===== config.mk =====
export PLATFORM = sky130hd
export DESIGN_NAME = ballot_collector
export DESIGN_NICKNAME = d
export VERILOG_FILES = /design/src/rtl/ballot_collector.sv
export SDC_FILE = /design/constraint.sdc
export NUM_CORES = 1
export LEC_CHECK = 0
export CAP_MARGIN = 0
export CORE_UTILIZATION = 45
export DETAILED_ROUTE_END_ITERATION = 10
export PLACE_DENSITY = 0.76
export SETUP_SLACK_MARGIN = 0.4
export SYNTH_ARGS = -nofsm -noshare
export SYNTH_HDL_FRONTEND = slang
export SYNTH_SLANG_ARGS = --single-unit

===== constraint.sdc =====
create_clock -name clk -period 1.3 [get_ports clk]
set_input_delay 0.195 -clock clk [delete_from_list [all_inputs] [get_ports clk]]
set_output_delay 0.195 -clock clk [all_outputs]
set_load 0.03 [all_outputs]

===== src/rtl/ballot_collector.sv =====
// Ballot collector: gathers one vote per voter over valid/ready, flags duplicate
// and out-of-range IDs, and issues the assembled vote vector over valid/ack.
module ballot_collector #(
    parameter int PERSON  = 6,
    parameter int IDW     = 3,
    parameter int TIMEOUT = 100
) (
    input  logic              clk,
    input  logic              reset,
    input  logic              start,
    input  logic              vote_valid,
    input  logic [IDW-1:0]    vote_id,
    input  logic              vote_val,
    output logic              vote_ready,
    output logic              dup_err,
    output logic              bad_id_err,
    output logic [PERSON-1:0] ballot,
    output logic [PERSON-1:0] ballot_mask,
    output logic [IDW:0]      yes_cnt,
    output logic              ballot_valid,
    input  logic              ballot_ack,
    output logic              timed_out,
    output logic              busy
);

    localparam int TW = (TIMEOUT > 1) ? $clog2(TIMEOUT) : 1;

    typedef enum logic [1:0] {IDLE, COLLECT, ISSUE} state_t;

    state_t            state;
    state_t            state_next;
    logic [TW-1:0]     timer;
    logic [IDW:0]      voted;
    logic [PERSON-1:0] id_onehot;
    logic              id_bad;
    logic              id_dup;
    logic              accept;
    logic              complete;
    logic              timeout_hit;

    // Decode the voter ID into a one-hot select; out-of-range IDs decode to zero.
    always_comb begin
        id_onehot = '0;
        for (int i = 0; i < PERSON; i++) begin
            if (vote_id == IDW'(i)) begin
                id_onehot[i] = 1'b1;
            end
        end
    end

    assign id_bad      = ({1'b0, vote_id} >= (IDW+1)'(PERSON));
    assign id_dup      = |(id_onehot & ballot_mask);
    assign accept      = vote_valid && vote_ready && !id_bad && !id_dup;
    assign complete    = accept && (voted == (IDW+1)'(PERSON - 1));
    assign timeout_hit = (TIMEOUT != 0) && (timer == TW'(TIMEOUT - 1));

    assign vote_ready   = (state == COLLECT);
    assign ballot_valid = (state == ISSUE);
    assign busy         = (state != IDLE);

    always_ff @(posedge clk or negedge reset) begin
        if (!reset) begin
            state <= IDLE;
        end else begin
            state <= state_next;
        end
    end

    always_comb begin
        state_next = state;
        case (state)
            IDLE:    if (start) state_next = COLLECT;
            COLLECT: if (complete || timeout_hit) state_next = ISSUE;
            ISSUE:   if (ballot_ack) state_next = IDLE;
            default: state_next = IDLE;
        endcase
    end

    // Round datapath: cleared on start, updated only by accepted ballots.
    always_ff @(posedge clk or negedge reset) begin
        if (!reset) begin
            ballot      <= '0;
            ballot_mask <= '0;
            yes_cnt     <= '0;
            voted       <= '0;
            timer       <= '0;
            timed_out   <= 1'b0;
            dup_err     <= 1'b0;
            bad_id_err  <= 1'b0;
        end else begin
            dup_err    <= 1'b0;
            bad_id_err <= 1'b0;
            case (state)
                IDLE: begin
                    if (start) begin
                        ballot      <= '0;
                        ballot_mask <= '0;
                        yes_cnt     <= '0;
                        voted       <= '0;
                        timer       <= '0;
                        timed_out   <= 1'b0;
                    end
                end
                COLLECT: begin
                    timer <= timer + 1'b1;
                    if (vote_valid && id_bad) begin
                        bad_id_err <= 1'b1;
                    end else if (vote_valid && id_dup) begin
                        dup_err <= 1'b1;
                    end
                    if (accept) begin
                        ballot      <= (ballot & ~id_onehot) | (vote_val ? id_onehot : '0);
                        ballot_mask <= ballot_mask | id_onehot;
                        yes_cnt     <= yes_cnt + {{IDW{1'b0}}, vote_val};
                        voted       <= voted + 1'b1;
                    end
                    if (timeout_hit && !complete) begin
                        timed_out <= 1'b1;
                    end
                end
                default: ;
            endcase
        end
    end

endmodule


# Word level (Yosys, flattened, before mapping)
# Index checks and enable logic that the tools add are counted.
# W data, S select, Z words.
dict set report word_totals {
  regBits 32
  latch_bits 0
  mem_bits_rw 0
  rom_bits 0
  in_bits 9
  out_inout_bits 22
  elab_cells 83
  mem_count 0
}
dict set report op_classes {
  addsub 3
  n_mul 0
  div_mod_pow 0
  order_cmp 1
  eq_ne 14
  n_shift 0
  n_mux 31
  bitwise_logic 5
  n_reduce_logical 20
}
# cell count
set ops {}
lappend ops {{$mux W6} 4}
lappend ops {{$pmux W6 S2} 2}
lappend ops {{$pmux W4 S2} 2}
lappend ops {{$pmux W7 S2} 1}
lappend ops {{$mux W1} 13}
lappend ops {{$and A6 B6 Y6} 2}
lappend ops {{$mux W4} 3}
lappend ops {{$or A6 B6 Y6} 2}
lappend ops {{$reduce_and A3 Y1} 3}
lappend ops {{$ne A2 B1 Y1 const B} 4}
lappend ops {{$add A7 B1 Y7 const B} 1}
lappend ops {{$eq A7 B7 Y1 const B} 1}
lappend ops {{$logic_and A1 B1 Y1} 7}
lappend ops {{$mux W7} 1}
lappend ops {{$eq A3 B2 Y1 const B} 2}
lappend ops {{$eq A3 B3 Y1 const B} 2}
lappend ops {{$mux W2} 3}
lappend ops {{$not A6 Y6} 1}
lappend ops {{$pmux W2 S3} 1}
lappend ops {{$reduce_or A6 Y1} 1}
lappend ops {{$add A4 B1 Y4} 1}
lappend ops {{$add A4 B1 Y4 const B} 1}
lappend ops {{$eq A4 B3 Y1 const B} 1}
lappend ops {{$reduce_bool A2 Y1} 2}
lappend ops {{other kinds (11)} 13}

# Logic depth before layout (Yosys ltp)
# Gate-level depths: netlist of run 1.
dict set report depth {
  word_depth 11
  depth_mapped 6
  depth_no_buf 5
}

# Worst setup path after synthesis of run 1
# Ideal clock, no wire load.
dict set report synth_path {
  path_type {reg2reg}
  startpoint {register ballot_mask[3]}
  endpoint {register timed_out}
  setup_ps 134
  arrival_ps 1413
  required_ps 1166
  path_slack_ps -247
  path_stages_with_launch 5
  path_buffers 0
  synth_period_minus_slack_ps 1547
  path_cell_list {dfrtp_1 mux2i_1 a22oi_4 a2111oi_2 o21ai_0}
}
dict set report synth_via {
  elab_chain_cells 9
}
# element line_no
set synth_rtl {}
lappend synth_rtl {{start: declaration} 18} ;# output logic [PERSON-1:0] ballot_mask,
lappend synth_rtl {{start signal: assignment} 113} ;# ballot_mask <= ballot_mask | id_onehot;
lappend synth_rtl {{$and A6 B6 Y6} 52} ;# assign id_dup = |(id_onehot & ballot_mask);
lappend synth_rtl {{$reduce_or A6 Y1} 52}
lappend synth_rtl {{$logic_not A1 Y1} 53} ;# assign accept = vote_valid && vote_ready && !id_bad && !id_dup;
lappend synth_rtl {{$logic_and A1 B1 Y1} 53}
lappend synth_rtl {{$logic_and A1 B1 Y1} 54} ;# assign complete = accept && (voted == (IDW+1)'(PERSON - 1));
lappend synth_rtl {{$logic_not A1 Y1} 117} ;# if (timeout_hit && !complete) begin
lappend synth_rtl {{$logic_and A1 B1 Y1} 117}
lappend synth_rtl {{$ne A2 B1 Y1 (no line)} n/a}
lappend synth_rtl {{$reduce_and A3 Y1 (no line)} n/a}
lappend synth_rtl {{end signal: assignment} 87} ;# timed_out <= 1'b0;
lappend synth_rtl {{end signal: assignment} 101} ;# timed_out <= 1'b0;
lappend synth_rtl {{end signal: assignment} 118} ;# timed_out <= 1'b1;
lappend synth_rtl {{end: declaration} 22} ;# output logic timed_out,
# No other way between the ends.
# A chain may end at the register's enable or synchronous reset.

# Worst setup path in the final report of run 1
dict set report layout_path {
  startpoint {register state[1]}
  endpoint {register yes_cnt[3]}
}
dict set report layout_via {
  elab_chain_cells 6
  word_cells_on_any_way 10
  cone_classes {eq/ne (3); mux (1); reduce/logical (6)}
}
# element line_no
set layout_rtl {}
lappend layout_rtl {{start: declaration} 30} ;# state_t state;
lappend layout_rtl {{start signal: assignment} 65} ;# state <= state_next;
lappend layout_rtl {{$eq A2 B1 Y1} {57, 93}}
lappend layout_rtl {{$logic_and A1 B1 Y1 (3 in series)} 53}
lappend layout_rtl {{$ne A2 B1 Y1 (no line)} n/a}
lappend layout_rtl {{$reduce_and A3 Y1 (no line)} n/a}
lappend layout_rtl {{end signal: assignment} 114} ;# yes_cnt <= yes_cnt + {{IDW{1'b0}}, vote_val};
lappend layout_rtl {{end: declaration} 19} ;# output logic [IDW:0] yes_cnt,
# Parallel ways exist; a longest one is shown, timed or not.

==> impl_metrics.prom, run 1 <==
# TYPE chip_impl_metric gauge
chip_impl_info{name="status",value="finished with violations"} 1
chip_impl_info{name="violations",value="negative setup slack"} 1
chip_impl_metric{name="wire_per_inst",unit="um"} 19.2
chip_impl_metric{name="final.setup.tns",unit="ps"} -3890
chip_impl_metric{name="fin_crit_sh",unit=""} 1.21
chip_impl_metric{name="design.die.area",unit="um^2"} 4060
chip_impl_metric{name="worst-endpoint-arrival",unit="ps"} 1730
chip_impl_metric{name="yosys_register_bits",unit=""} 32
chip_impl_metric{name="core_area",unit="um^2"} 3660
chip_impl_metric{name="clock_power_share",unit=""} 0.123
chip_impl_metric{name="fillerInstances",unit=""} 197
chip_impl_metric{name="initial_core_util",unit=""} 0.469
chip_impl_metric{name="num_rows",unit=""} 22
chip_impl_metric{name="insertion_delay",unit="ps"} 290
chip_impl_metric{name="holdBufCountCts",unit=""} 0
chip_impl_metric{name="layout_min_cycle_time",unit="ps"} 1570
chip_impl_metric{name="synth.lib_cells_used.distinct",unit=""} 44
chip_impl_metric{name="cts-root-to-sink-buffers",unit=""} 2
chip_impl_metric{name="cts_max_level",unit=""} 2
chip_impl_metric{name="critical-path-max-stage-delay",unit="ps"} 380
chip_impl_metric{name="grt.total_usage",unit=""} 0.308
chip_impl_metric{name="relSlewSlack",unit=""} 0.791
chip_impl_metric{name="fmaxAchievable",unit="MHz"} 637
chip_impl_metric{name="ys_seq_area_frac",unit=""} 0.467
chip_impl_metric{name="n_antenna_cell",unit=""} 0
chip_impl_metric{name="regArea",unit="um^2"} 811
chip_impl_metric{name="cts-buffers-inserted",unit=""} 5
chip_impl_metric{name="routabilityCongestion",unit=""} 0.882
chip_impl_metric{name="setup_viol",unit=""} 30
chip_impl_metric{name="hold_viol_final",unit=""} 0
chip_impl_metric{name="finalWirelength",unit="um"} 6090
chip_impl_metric{name="postSynth.asyncResetShare",unit=""} 1.00
chip_impl_metric{name="place_ws",unit="ps"} -665
chip_impl_metric{name="finalWorstSetupSlack",unit="ps"} -270
chip_impl_info{name="cts_tree",value="done"} 1
chip_impl_info{name="cts-root-buf",value="clkbuf_8"} 1
chip_impl_info{name="worst_setup_path_end_kind",value="register"} 1
chip_impl_metric{name="final_design_area_no_fill",unit="um^2"} 3010
chip_impl_metric{name="layout.cells.non_filler",unit=""} 317
chip_impl_metric{name="grt_first_pass_wirelength",unit="um"} 9210
chip_impl_metric{name="power.total",unit="mW"} 6.54
chip_impl_info{name="hold_path.class",value="in2async"} 1
chip_impl_metric{name="clock_slew_at_the_register_clock_pins_of_the_worst_setup_and_hold_paths",unit="ps"} 70
chip_impl_info{name="cpMaxStageDelayCell",value="dfrtp_1"} 1
chip_impl_metric{name="power.density",unit="nW/um^2"} 2170
chip_impl_metric{name="multi_input_area",unit="um^2"} 1080
chip_impl_metric{name="total_leakage_power",unit="nW"} 1.39
chip_impl_metric{name="syn-instance-count",unit=""} 173
chip_impl_metric{name="netSwitchingFraction",unit=""} 0.425
chip_impl_metric{name="timing.hold.ws",unit="ps"} 278
chip_impl_metric{name="final_max_slew_viol_count",unit=""} 0
chip_impl_metric{name="irDropWorstVdd",unit="uV"} 1280
chip_impl_metric{name="numPortBuffers",unit=""} 30
chip_impl_metric{name="area_share_of_the_leading_cell_type_in_the_synthesized_netlist",unit=""} 0.467
chip_impl_metric{name="design_internal_power",unit="mW"} 3.76
chip_impl_metric{name="grt_start_max_net_pins",unit=""} 33
chip_impl_metric{name="drc",unit=""} 0
chip_impl_metric{name="vias_per_cell",unit=""} 5.73
chip_impl_info{name="commonest_non_fill_non_tap_cell_in_the_layout",value="buf_4"} 1
chip_impl_metric{name="required",unit="ps"} 1460
chip_impl_metric{name="placed_area",unit="um^2"} 2450
chip_impl_metric{name="vias_in_the_first_global_route",unit=""} 1890
chip_impl_metric{name="worst-slew-pin-transition",unit="ps"} 313
chip_impl_metric{name="global_route.overflow_total",unit=""} 0
chip_impl_metric{name="grt_antenna_before_repair",unit=""} 0
chip_impl_metric{name="clock-sinks",unit=""} 32
chip_impl_metric{name="place_hpwl",unit="um"} 3370
chip_impl_info{name="timing.critical_path.from_type",value="register"} 1
chip_impl_metric{name="detailroute.via_count",unit=""} 1816
chip_impl_info{name="rsz_0062_raised_after_global_routing",value="true"} 1
chip_impl_metric{name="y_dimension_of_the_die",unit="um"} 63.7
chip_impl_metric{name="max_cap_viol_count",unit=""} 0
chip_impl_info{name="synth_largest_area_cell",value="dfrtp_1"} 1
chip_impl_metric{name="finish.net_count",unit=""} 282
chip_impl_metric{name="num_io_pins",unit=""} 31
chip_impl_metric{name="synth_area_per_cell",unit="um^2"} 9.92
chip_impl_metric{name="fraction_of_layout_cells_with_a_size_suffix_above_1",unit=""} 0.506
chip_impl_metric{name="yosysWarnings",unit=""} 0
chip_impl_metric{name="finClkSkew",unit="ps"} 8.11
chip_impl_metric{name="p_switching",unit="mW"} 2.78
chip_impl_info{name="crit_type",value="reg2reg"} 1
chip_impl_info{name="netlist_top_cells_area",value="dfrtp_1, mux2i_1, nand2_1"} 1
chip_impl_metric{name="floorplan.die.width",unit="um"} 63.7
chip_impl_metric{name="drt_first_iter_violations",unit=""} 155
chip_impl_metric{name="number_of_detailed_route_iterations_in_the_first_pass",unit=""} 4
chip_impl_metric{name="path_max_fanout",unit=""} 5
chip_impl_metric{name="combPwrFrac",unit=""} 0.604
chip_impl_metric{name="antenna_violating_nets_post_route",unit=""} 0
chip_impl_metric{name="synth_edf_count",unit=""} 0
chip_impl_info{name="chain_of_cells_forming_the_critical_path",value="nand3b_1 -> buf_4 -> bufbuf_16 -> o211ai_1 -> nand3_1"} 1
chip_impl_metric{name="place_inst",unit=""} 288
chip_impl_metric{name="seqPwrFrac",unit=""} 0.272
chip_impl_metric{name="finish.utilization",unit=""} 0.822
chip_impl_metric{name="area.growth.synth_to_final",unit="%"} 75.5
chip_impl_info{name="synth_top_flop_cell",value="dfrtp_1"} 1
chip_impl_metric{name="synth.cell_area",unit="um^2"} 1720
chip_impl_info{name="layout_common_cells",value="buf_4, buf_6, dfrtp_1"} 1
chip_impl_metric{name="postSynthNetCount",unit=""} 187
[power groups by stage]
| stage | Combinational, mW | Sequential (mW) | Clock (mW) |
|---|---|---|---|
| 6_report | 3.95 | 1.78 | 0.807 |
| 5_1_grt | 4.17 | 1.81 | 0.861 |
| 4_1_cts | 3.58 | 1.74 | 0.815 |
| 3_5_place_dp | 2.83 | 1.70 | 0 |
| 3_3_place_gp | 2.72 | 1.67 | 0 |
| 2_1_floorplan | 1.23 | 2.05 | 0 |
[worst paths after layout]
path | start | slack [ps] | to | depth (start not counted)
hold / removal | reset | 280 | ballot_mask[3] | 2
setup reg to reg | state[1] | -270 | yes_cnt[3] | 5
max in group asynchronous | reset | 820 | ballot_mask[0] | 2
setup / recovery | state[1] | -270 | yes_cnt[3] | 5
hold reg to reg | timer[3] | 560 | timer[3] | 1
min in group clk | vote_id[1] | 480 | bad_id_err | 2
[logic make-up after synthesis]
group                      synth area share
AOI/OAI and AO/OA                     0.151
xor gates and xnor gates            0.00511
adders and majority gates            0.0365
buffers and inverters                0.0445
DFF                                   0.467
muxes                                0.0912
and+or+nand+nor                       0.205
[worst max-delay path: cells and delay by family, from the launching register on]
family | cells | cell delay (ps)
buffers and inverters | 2 | 470
AO/OA/AOI/OAI | 1 | 220
AND/OR/NAND/NOR | 2 | 380
flip-flops | 1 | 380
[synth_stat cells (2+ instances only)]
master / number
nor2_1: 19
o211ai_1: 2
and2b_1: 2
a31oi_1: 3
o311ai_0: 3
a21oi_1: 4
o21ai_0: 6
dfrtp_1: 32
nand3_1: 9
nand4b_1: 2
mux2i_1: 13
nand2b_1: 2
nand2_1: 19
a211o_1: 2
inv_1: 10
a2111o_1: 2
o31a_1: 2
nand4_1: 5
and3_1: 2
nor4b_1: 2
nor3_1: 2
clkbuf_1: 4
ha_1: 5
[sequential cells by signal (all words and copies together), names as in the netlist]
name,cells
timed_out,1
dup_err,1
state,2
yes_cnt,4
ballot,6
timer,7
bad_id_err,1
voted,4
ballot_mask,6
[routing by layer]
| metal | share of wire | GRT usage | wire length (um) |
|---|---|---|---|
| met5 | 0 | 0 | 0 |
| met4 | 0.041 | 0.170 | 249 |
| met2 | 0.54 | 0.547 | 3270 |
| met1 | 0.38 | 0.333 | 2330 |
| met3 | 0.039 | 0.0768 | 237 |
[final cells by class]
cell class / instances / share of cell area
Sequential cell: 32 / 0.269
Inverter: 12 / 0.0191
Multi-Input combinational cell: 123 / 0.360
Tap cell: 48 / 0.0200
Clock buffer: 8 / 0.0299
Timing Repair Buffer: 94 / 0.302
[what timing repair did]
item                       CTS  global route
setup buffers               12             8
hold endpoints to repair     0             0
gates cloned                 1             0
resized for setup          178            13
pin swaps                   11             7
setup endpoints to repair   54            54
(Power assumes the default switching activity.)
==> run 2: changes to the inputs <==
--- a/config.mk
+++ b/config.mk
@@ -6,6 +6,7 @@
 export NUM_CORES = 1
 export LEC_CHECK = 0
 export CAP_MARGIN = 0
+export CORE_MARGIN = 2
 export CORE_UTILIZATION = 45
 export DETAILED_ROUTE_END_ITERATION = 10
 export PLACE_DENSITY = 0.76
==> impl_metrics.prom, run 2 (synthesis gave the netlist of run 1 again) <==
# TYPE chip_impl_metric gauge
chip_impl_metric{name="antenna_violating_nets_post_route",unit=""} 0
chip_impl_metric{name="y_dimension_of_the_die",unit="um"} 65.7
chip_impl_metric{name="holdBufCountCts",unit=""} 0
chip_impl_metric{name="reg_to_reg_slack_setup",unit="ps"} -340
chip_impl_metric{name="grt.total_usage",unit=""} 0.338
chip_impl_info{name="topRoutingLayerUsed",value="met4"} 1
chip_impl_metric{name="seqPwrFrac",unit=""} 0.230
chip_impl_metric{name="grt_start_max_net_pins",unit=""} 33
chip_impl_info{name="timing.critical_path.from_type",value="register"} 1
chip_impl_metric{name="core_area",unit="um^2"} 3660
chip_impl_info{name="cpMaxStageDelayCell",value="or4_4"} 1
chip_impl_info{name="commonest_non_fill_non_tap_cell_in_the_layout",value="buf_4"} 1
chip_impl_metric{name="largest_reg_flops",unit=""} 7
chip_impl_metric{name="clock-sinks",unit=""} 32
chip_impl_metric{name="cts_max_level",unit=""} 2
chip_impl_metric{name="area.growth.synth_to_final",unit="%"} 98.1
chip_impl_metric{name="hold_viol_final",unit=""} 0
chip_impl_metric{name="grt_antenna_before_repair",unit=""} 0
chip_impl_info{name="r2r_end",value="ballot[3]"} 1
chip_impl_metric{name="fmaxAchievable",unit="MHz"} 609
chip_impl_metric{name="grt_first_pass_wirelength",unit="um"} 10500
chip_impl_metric{name="vias_in_the_first_global_route",unit=""} 2036
chip_impl_metric{name="path_max_fanout",unit=""} 5
chip_impl_metric{name="setup_viol",unit=""} 34
chip_impl_metric{name="relSlewSlack",unit=""} 0.754
chip_impl_metric{name="drt_first_iter_violations",unit=""} 231
chip_impl_metric{name="initial_core_util",unit=""} 0.469
chip_impl_info{name="cts-root-buf",value="clkbuf_8"} 1
chip_impl_metric{name="numPortBuffers",unit=""} 30
chip_impl_metric{name="vias_per_cell",unit=""} 6.15
chip_impl_metric{name="max_cap_viol_count",unit=""} 0
chip_impl_metric{name="design.die.area",unit="um^2"} 4320
chip_impl_metric{name="floorplan.die.width",unit="um"} 65.7
chip_impl_metric{name="fin_crit_sh",unit=""} 1.26
chip_impl_metric{name="finish.net_count",unit=""} 306
chip_impl_info{name="rsz_0062_raised_after_global_routing",value="true"} 1
chip_impl_metric{name="place_inst",unit=""} 287
chip_impl_metric{name="drc",unit=""} 0
chip_impl_info{name="hold_path.class",value="in2async"} 1
chip_impl_metric{name="power.density",unit="nW/um^2"} 2360
chip_impl_metric{name="n_antenna_cell",unit=""} 0
chip_impl_metric{name="routed_met3_length",unit="um"} 623
chip_impl_metric{name="layout.cells.non_filler",unit=""} 341
chip_impl_metric{name="final_max_slew_viol_count",unit=""} 0
chip_impl_metric{name="place_hpwl",unit="um"} 3220
chip_impl_metric{name="clock_slew_at_the_register_clock_pins_of_the_worst_setup_and_hold_paths",unit="ps"} 80
chip_impl_metric{name="global_route.overflow_total",unit=""} 0
chip_impl_metric{name="total_leakage_power",unit="nW"} 1.55
chip_impl_metric{name="number_of_detailed_route_iterations_in_the_first_pass",unit=""} 5
chip_impl_metric{name="critical-path-max-stage-delay",unit="ps"} 500
chip_impl_metric{name="finish.utilization",unit=""} 0.928
chip_impl_metric{name="met2WireLength",unit="um"} 4660
chip_impl_metric{name="cts-root-to-sink-buffers",unit=""} 2
chip_impl_metric{name="detailroute.via_count",unit=""} 2096
chip_impl_info{name="crit_type",value="reg2reg"} 1
chip_impl_info{name="register_bank_with_the_most_flops",value="timer"} 1
chip_impl_metric{name="fraction_of_layout_cells_with_a_size_suffix_above_1",unit=""} 0.604
chip_impl_metric{name="timing.reg2reg.worst_path_depth",unit=""} 5
chip_impl_info{name="chain_of_cells_forming_the_critical_path",value="nand3b_1 -> buf_6 -> or4_4 -> mux2i_1 -> nor2_1"} 1
chip_impl_info{name="cp_top_delay_family",value="simple AND/OR/NAND/NOR gates"} 1
chip_impl_info{name="layout_common_cells",value="buf_4, buf_6, dfrtp_1"} 1
chip_impl_info{name="status",value="finished with violations"} 1
chip_impl_metric{name="finClkSkew",unit="ps"} 10.0
chip_impl_metric{name="design_internal_power",unit="mW"} 4.48
chip_impl_info{name="source_of_the_worst_register_to_register_timing_path",value="state[1]"} 1
chip_impl_info{name="cts_tree",value="done"} 1
chip_impl_metric{name="insertion_delay",unit="ps"} 300
chip_impl_metric{name="p_switching",unit="mW"} 3.53
chip_impl_metric{name="worst-slew-pin-transition",unit="ps"} 369
chip_impl_metric{name="num_io_pins",unit=""} 31
chip_impl_metric{name="netSwitchingFraction",unit=""} 0.441
chip_impl_info{name="worst_setup_path_end_kind",value="register"} 1
chip_impl_metric{name="irDropWorstVdd",unit="uV"} 1700
chip_impl_metric{name="worst-endpoint-arrival",unit="ps"} 1830
chip_impl_metric{name="cp_num_buf_inv",unit=""} 1
chip_impl_metric{name="wire_per_inst",unit="um"} 26.4
chip_impl_metric{name="routabilityCongestion",unit=""} 0.943
chip_impl_metric{name="finalWirelength",unit="um"} 9020
chip_impl_metric{name="cts-buffers-inserted",unit=""} 5
chip_impl_metric{name="finalWorstSetupSlack",unit="ps"} -341
chip_impl_metric{name="clock_power_share",unit=""} 0.125
chip_impl_metric{name="num_rows",unit=""} 22
chip_impl_info{name="violations",value="negative setup slack"} 1
chip_impl_metric{name="combPwrFrac",unit=""} 0.645
chip_impl_metric{name="met1Wirelength",unit="um"} 3170
chip_impl_info{name="layout_top_registers",value="timer: 7 flops, ballot: 6 flops, ballot_mask: 6 flops"} 1
chip_impl_metric{name="layout_min_cycle_time",unit="ps"} 1640
chip_impl_metric{name="required",unit="ps"} 1480
[run 2: final cells by class]
cell class | count | area [um^2]
timing repair buffer | 118 | 1160
inverter | 12 | 57.6
clock buffer | 6 | 72.6
fill | 112 | 263
multi-input combinational | 123 | 1210
sequential | 32 | 811
tap | 48 | 60.1
clock inverter | 2 | 35.0
[run 2: power by group through the flow]
stage	sequential (mW)	clock [mW]	combinational (mW)
after floorplan	2.05	0	1.23
after global routing	1.84	1.03	5.37
after detailed placement	1.67	0	2.87
after CTS	1.74	0.971	3.94
after global placement	1.66	0	2.78
final	1.84	1.00	5.17
[run 2: per-layer routing]
metal  GRT usage  vias to the layer above
met5           0                        -
met4       0.154                        0
met3       0.104                       51
met2       0.588                      147
met1       0.376                     1033
li1            -                      865
[run 2: what timing repair did]
item	CTS	global route
resized for setup	189	33
pin swaps	32	23
buffers inserted	21	23
endpoints found under the setup margin	54	54
cloned	2	0
[run 2: through the flow]
step	area [um^2]	setup slack, ps	total power [mW]	hold slack [ps]	setup TNS [ps]
global placement	2450	-553	4.44	490	-11120
CTS	3090	-230	6.65	285	-2690
floorplan	1820	-140	3.28	-101	-1140
detailed placement	2450	-643	4.54	515	-12710
global route	3400	-553	8.24	280	-8070
finish	3400	-341	8.01	268	-6690
[run 2: worst max-delay path by stage]
stage | from | endpoint | slack [ps] | cells after the start
3_3_place_gp | vote_id[0] | timed_out | -550 | 6
5_1_grt | vote_id[2] | yes_cnt[2] | -550 | 6
3_5_place_dp | vote_id[0] | timed_out | -640 | 6
4_1_cts | state[1] | ballot[3] | -230 | 5
6_report | state[1] | ballot[3] | -340 | 5
2_1_floorplan | ballot_mask[3] | timed_out | -140 | 4
[run 2: worst reg2reg max path, cell delays in order, from the launching register on]
cell	delay, ps
dfrtp_1	400
nand3b_1	190
buf_6	160
or4_4	510
mux2i_1	190
nor2_1	70
==> run 3: changes to the inputs <==
--- a/config.mk
+++ b/config.mk
@@ -5,11 +5,13 @@
 export SDC_FILE = /design/constraint.sdc
 export NUM_CORES = 1
 export LEC_CHECK = 0
+export ABC_CLOCK_PERIOD_IN_PS = 1300
 export CAP_MARGIN = 0
 export CORE_MARGIN = 2
 export CORE_UTILIZATION = 45
 export DETAILED_ROUTE_END_ITERATION = 10
 export PLACE_DENSITY = 0.76
+export RECOVER_POWER = 100
 export SETUP_SLACK_MARGIN = 0.4
 export SYNTH_ARGS = -nofsm -noshare
 export SYNTH_HDL_FRONTEND = slang
==> impl_metrics.prom, run 3 (synthesis gave the netlist of run 1 again) <==
# TYPE chip_impl_metric gauge
chip_impl_info{name="status",value="finished with violations"} 1
chip_impl_info{name="violations",value="negative setup slack"} 1
chip_impl_metric{name="grt_first_pass_wirelength",unit="um"} 10500
chip_impl_info{name="cp_top_delay_family",value="simple AND/OR/NAND/NOR gates"} 1
chip_impl_info{name="commonest_non_fill_non_tap_cell_in_the_layout",value="buf_4"} 1
chip_impl_metric{name="placed_area",unit="um^2"} 2450
chip_impl_metric{name="y_dimension_of_the_die",unit="um"} 65.7
chip_impl_metric{name="grt.total_usage",unit=""} 0.338
chip_impl_info{name="source_of_the_worst_register_to_register_timing_path",value="state[1]"} 1
chip_impl_info{name="timing.critical_path.from_type",value="register"} 1
chip_impl_metric{name="drc",unit=""} 0
chip_impl_metric{name="wire_per_inst",unit="um"} 26.7
chip_impl_info{name="layout_top_registers",value="timer: 7 flops, ballot: 6 flops, ballot_mask: 6 flops"} 1
chip_impl_metric{name="clock-sinks",unit=""} 32
chip_impl_metric{name="place_hpwl",unit="um"} 3220
chip_impl_metric{name="hold_viol_final",unit=""} 0
chip_impl_info{name="cts-root-buf",value="clkbuf_8"} 1
chip_impl_metric{name="final.setup.tns",unit="ps"} -6650
chip_impl_info{name="chain_of_cells_forming_the_critical_path",value="nand3b_1 -> buf_6 -> or4_4 -> mux2i_1 -> nor2_1"} 1
chip_impl_metric{name="clock_slew_at_the_register_clock_pins_of_the_worst_setup_and_hold_paths",unit="ps"} 80
chip_impl_metric{name="critical-path-max-stage-delay",unit="ps"} 500
chip_impl_metric{name="relSlewSlack",unit=""} 0.425
chip_impl_metric{name="globalRouteMet2Util",unit=""} 0.588
chip_impl_metric{name="design.die.area",unit="um^2"} 4320
chip_impl_metric{name="numPortBuffers",unit=""} 30
chip_impl_metric{name="power.density",unit="nW/um^2"} 2390
chip_impl_metric{name="finish.utilization",unit=""} 0.902
chip_impl_metric{name="global_route.overflow_total",unit=""} 0
chip_impl_metric{name="vias_per_cell",unit=""} 6.26
chip_impl_metric{name="reg_to_reg_slack_setup",unit="ps"} -340
chip_impl_metric{name="finClkSkew",unit="ps"} 9.48
chip_impl_metric{name="m3_gr_usage",unit=""} 0.104
chip_impl_metric{name="setup_viol",unit=""} 34
chip_impl_metric{name="area.growth.synth_to_final",unit="%"} 92.6
chip_impl_info{name="r2r_end",value="ballot[3]"} 1
chip_impl_metric{name="layout.cells.non_filler",unit=""} 341
chip_impl_metric{name="n_antenna_cell",unit=""} 0
chip_impl_metric{name="largest_reg_flops",unit=""} 7
chip_impl_metric{name="cts-buffers-inserted",unit=""} 5
chip_impl_metric{name="cp_num_buf_inv",unit=""} 1
chip_impl_metric{name="number_of_detailed_route_iterations_in_the_first_pass",unit=""} 5
chip_impl_metric{name="layout_min_cycle_time",unit="ps"} 1640
chip_impl_metric{name="required",unit="ps"} 1480
chip_impl_metric{name="irDropWorstVdd",unit="uV"} 1710
chip_impl_metric{name="insertion_delay",unit="ps"} 300
chip_impl_metric{name="worst-slew-pin-transition",unit="ps"} 862
chip_impl_metric{name="fin_crit_sh",unit=""} 1.26
chip_impl_metric{name="finalWirelength",unit="um"} 9090
chip_impl_metric{name="path_max_fanout",unit=""} 5
chip_impl_metric{name="worst-endpoint-arrival",unit="ps"} 1820
chip_impl_metric{name="routabilityCongestion",unit=""} 0.943
chip_impl_info{name="rsz_0062_raised_after_global_routing",value="true"} 1
chip_impl_metric{name="place_ws",unit="ps"} -643
chip_impl_info{name="layout_common_cells",value="buf_4, buf_6, dfrtp_1"} 1
chip_impl_metric{name="finalWorstSetupSlack",unit="ps"} -336
chip_impl_metric{name="initial_core_util",unit=""} 0.469
chip_impl_info{name="cts_tree",value="done"} 1
chip_impl_metric{name="fraction_of_layout_cells_with_a_size_suffix_above_1",unit=""} 0.573
chip_impl_metric{name="vias_in_the_first_global_route",unit=""} 2036
chip_impl_info{name="register_bank_with_the_most_flops",value="timer"} 1
chip_impl_metric{name="detailroute.via_count",unit=""} 2133
chip_impl_metric{name="timing.reg2reg.worst_path_depth",unit=""} 5
chip_impl_metric{name="fmaxAchievable",unit="MHz"} 611
chip_impl_metric{name="cts_max_level",unit=""} 2
chip_impl_metric{name="antenna_violating_nets_post_route",unit=""} 0
chip_impl_metric{name="finish.net_count",unit=""} 306
chip_impl_info{name="worst_setup_path_end_kind",value="register"} 1
chip_impl_metric{name="max_cap_viol_count",unit=""} 0
chip_impl_info{name="hold_path.class",value="in2async"} 1
chip_impl_metric{name="final_design_area_no_fill",unit="um^2"} 3300
chip_impl_metric{name="num_rows",unit=""} 22
chip_impl_info{name="crit_type",value="reg2reg"} 1
chip_impl_metric{name="core_area",unit="um^2"} 3660
chip_impl_metric{name="final_max_slew_viol_count",unit=""} 0
chip_impl_metric{name="drt_first_iter_violations",unit=""} 249
chip_impl_metric{name="grt_antenna_before_repair",unit=""} 0
chip_impl_metric{name="fillerInstances",unit=""} 136
chip_impl_metric{name="grt_start_max_net_pins",unit=""} 33
chip_impl_metric{name="floorplan.die.width",unit="um"} 65.7
chip_impl_metric{name="grt_util_met1",unit=""} 0.376
chip_impl_metric{name="cts-root-to-sink-buffers",unit=""} 2
chip_impl_metric{name="place_inst",unit=""} 287
chip_impl_info{name="grt_max_usage_layer",value="met2"} 1
chip_impl_info{name="cpMaxStageDelayCell",value="or4_4"} 1
chip_impl_metric{name="total_leakage_power",unit="nW"} 1.50
chip_impl_metric{name="num_io_pins",unit=""} 31
==> run 3: routing by layer <==
layer,vias up,wire length [um]
met5,-,0
met4,0,572
met3,57,615
met2,163,4660
met1,1048,3240
li1,865,-
==> run 3: what timing repair did <==
item / CTS / global route
setup endpoints to repair: 54 / 54
gates resized for setup: 189 / 33
pin swaps: 32 / 23
buffers inserted: 21 / 23
gates cloned: 2 / 0
hold buffers: 0 / 0
==> run 3: per-stage QoR <==
step / total power [mW] / hold WS [ps]
finish: 7.89 / 544
CTS: 6.65 / 285
floorplan: 3.28 / -101
global route: 8.10 / 595
global placement: 4.44 / 490
detailed placement: 4.54 / 515
==> run 3: worst max path at each step <==
stage | startpoint | endpoint | cells after the start
4_1_cts | state[1] | ballot[3] | 5
3_5_place_dp | vote_id[0] | timed_out | 6
6_report | state[1] | ballot[3] | 5
2_1_floorplan | ballot_mask[3] | timed_out | 4
3_3_place_gp | vote_id[0] | timed_out | 6
5_1_grt | vote_id[2] | yes_cnt[2] | 6
==> run 3: final cells by class <==
class	instances	area [um^2]	share of cell area
Sequential cell	32	811	0.245
Clock inverter	2	35.0	0.0106
Tap cell	48	60.1	0.0182
Clock buffer	6	72.6	0.0220
Multi-Input combinational cell	123	1210	0.365
Timing Repair Buffer	118	1060	0.321
Inverter	12	57.6	0.0174
==> run 3: power by group <==
group	switching [mW]	internal, mW
sequential	0.475	1.35
clock	0.430	0.569
combinational	2.62	2.44
==> run 3: worst reg2reg max path: cells and delay by family, from the launching register on <==
kind / cells / cell delay, ps
buffers and inverters: 1 / 160
and+or+nand+nor: 3 / 760
DFF: 1 / 400
muxes: 1 / 190
==> edit (settings of run 1) <==
Re-encode `state_t` (3 states) as one-hot, 3 bits wide.
--- a/src/rtl/ballot_collector.sv
+++ b/src/rtl/ballot_collector.sv
@@ -27,3 +27,3 @@
 
-    typedef enum logic [1:0] {IDLE, COLLECT, ISSUE} state_t;
+    typedef enum logic [2:0] {IDLE = 3'b001, COLLECT = 3'b010, ISSUE = 3'b100} state_t;
 
Behaviour: no difference found for any inputs over 10 cycles, from zero or initial values and one cycle with reset low; not proved beyond that.
==> edit against run 1 <==
  * The flow still finishes with violations (setup timing)
  * Cell count fell by 7.6%
  * Critical path depth rose by 1
  * Sequential cell count rose by 1
  * Core utilization fell by 6.6 points
  * Setup slack got worse by 0.17 ns
  * Synthesized area rose by 4.5%
  * Critical path type unchanged
  * Wire length fell by 23%
  * Final area fell by 5.9%
  * Global-route usage fell by 6.3 points
Power is not compared: it rests on default switching activity, and its combinational part moved more than twofold at a synthesized area within 25%.
==> edit: results (changes against run 1) <==
status:
  status: "complete, but fails checks"
  violations: "setup timing"
synthesis:
  ys_top_cells_by_area: "dfrtp_1 (45%), mux2i_1 (9.5%), nor4_4 (5.9%)"
  synth_compound_area_share_pct: 10.61  # -4.5 points
  ys_seq_area_share_pct: 46.13  # -0.55 points
  ys_types: 43  # -2.3%
  synth_commonest_cells: "dfrtp_1 (32), nand2_1 (25), mux2i_1 (17)"
  synthMuxAreaShare_pct: 9.491  # +0.37 points
  synth_fp_nets: 174  # -7.0%
  synth-xor-area-share_pct: 0  # -0.51 points
  synthAdderAreaFrac_pct: 3.489  # -0.16 points
critical_path:
  cp-endpoint: "ballot[1]$_DFFE_PN0P_"
  critPathMaxFanout: 10  # +5
  worstSetupPathType: "register to register"
  rrSetupSlack_ns: -0.44  # -0.17 ns
  r2r-start: "state[2]$_DFFE_PN0P_"
  crit_arrival_ns: 1.96  # +0.23 ns
  r2r_cells: 6  # +1
global_route:
  grt_pass1_wl_mm: 7.652  # -17%
  grt_pass1_vias: 1639  # -13%
  grt_use_met3_pct: 6.597  # -1.1 points
  grt_use_met2_pct: 45.18  # -9.5 points
  antenna_found_initial: 0  # unchanged
  grtUsageTotal_pct: 24.49  # -6.3 points
  grt_max_degree: 20  # -39%
  gr-usage-met1_pct: 27.89  # -5.4 points
clocking:
  cts_root_buffer: "clkbuf_8"
  clk_pin_slew_worst_paths_ns: 0.07  # about the same
  cts.htree.levels: 2  # unchanged
sta:
  setup-violations-final: 36  # +20%
  setup_slack_ns: -0.4431  # -0.1732 ns
  relSlewSlack_pct: 78.45  # -0.68 points
  finClkSkew_ns: 0.004019  # -0.004091 ns
  fin_setup_tns_ns: -11.16  # -7.278 ns
pwr:
  ir_drop_mv: 0.8354
  p_clk_mw: 1.01
min_path:
  hold_class: "input port to async pin"
finish:
  drive_above_1_share_pct: 46.94  # -3.6 points
  final_nets: 258  # -8.5%
  n_fill_cell: 250  # +27%
  top_regs: "timer (7), ballot (6), ballot_mask (6)"
placement:
  dp_hpwl_mm: 3.142  # -6.9%
  dp_slack_ns: -0.7496  # -0.08481 ns
  routabilityCongestion: 0.7220  # -18%
drt:
  via_per_inst: 5.232  # -8.7%
  drt_iter0_drc: 60  # -61%
  dr.pass1.iters: 4  # unchanged
  wl_per_cell_um: 15.89  # -17%
## edit: cell count changes after synthesis, sizes merged, moves of 4 or more
cell | before | now
a21oi | 5 | 0
nor4 | 1 | 6
mux2i | 13 | 17
nor2 | 19 | 6
nor3 | 2 | 6
o21a | 1 | 6
inv | 11 | 7
nand4 | 5 | 1
o21ai | 6 | 10
buf | 2 | 6
nand3 | 9 | 4
nand2 | 19 | 25
## edit: final cells by class
type / instances / area share (%)
multi-input combinational: 111 / 33.04
clock inverter: 1 / 1.060
clock buffer: 7 / 3.048
inverter: 8 / 1.237
sequential: 33 / 29.20
tap: 48 / 2.120
timing repair buffer: 85 / 30.30
## edit: per-stage QoR
stage	cells	hold WS [ns]	cell area [µm²]	total power, mW
global route	293	0.1633	2833	4.092
detailed placement	270	0.4711	2436	2.498
floorplan	160	-0.1006	1814	1.950
global placement	270	0.4690	2436	2.447
CTS	290	0.1664	2761	3.767
finish	293	0.1620	2833	3.902
## edit: cells by family (layout without fill, tap and decap cells)
group | Yosys count | in the layout
AOI/OAI and AO/OA | 24 | 24
adders and majority gates | 5 | 5
buffers and inverters | 16 | 101
DFF | 33 | 33
muxes | 17 | 17
and+or+nand+nor | 65 | 65
## edit: critical path, stage by stage, from the launching register on
cell	delay, ns
dfrtp_1	0.39
or3b_4	0.43
clkinv_4	0.07
o2111ai_4	0.14
buf_12	0.19
nor4_4	0.24
mux2i_1	0.21
## edit: routing by layer
layer / vias to the layer above / share of wire (%)
met2: 44 / 55
met4: 0 / 1.1
met3: 7 / 5.3
li1: 728 / -
met1: 754 / 38
met5: - / 0
## edit: what timing repair did
item                       CTS  global route
setup endpoints to repair   55            55
buffers inserted            12             3
pin swaps                    3             9
gates resized for setup    120            17
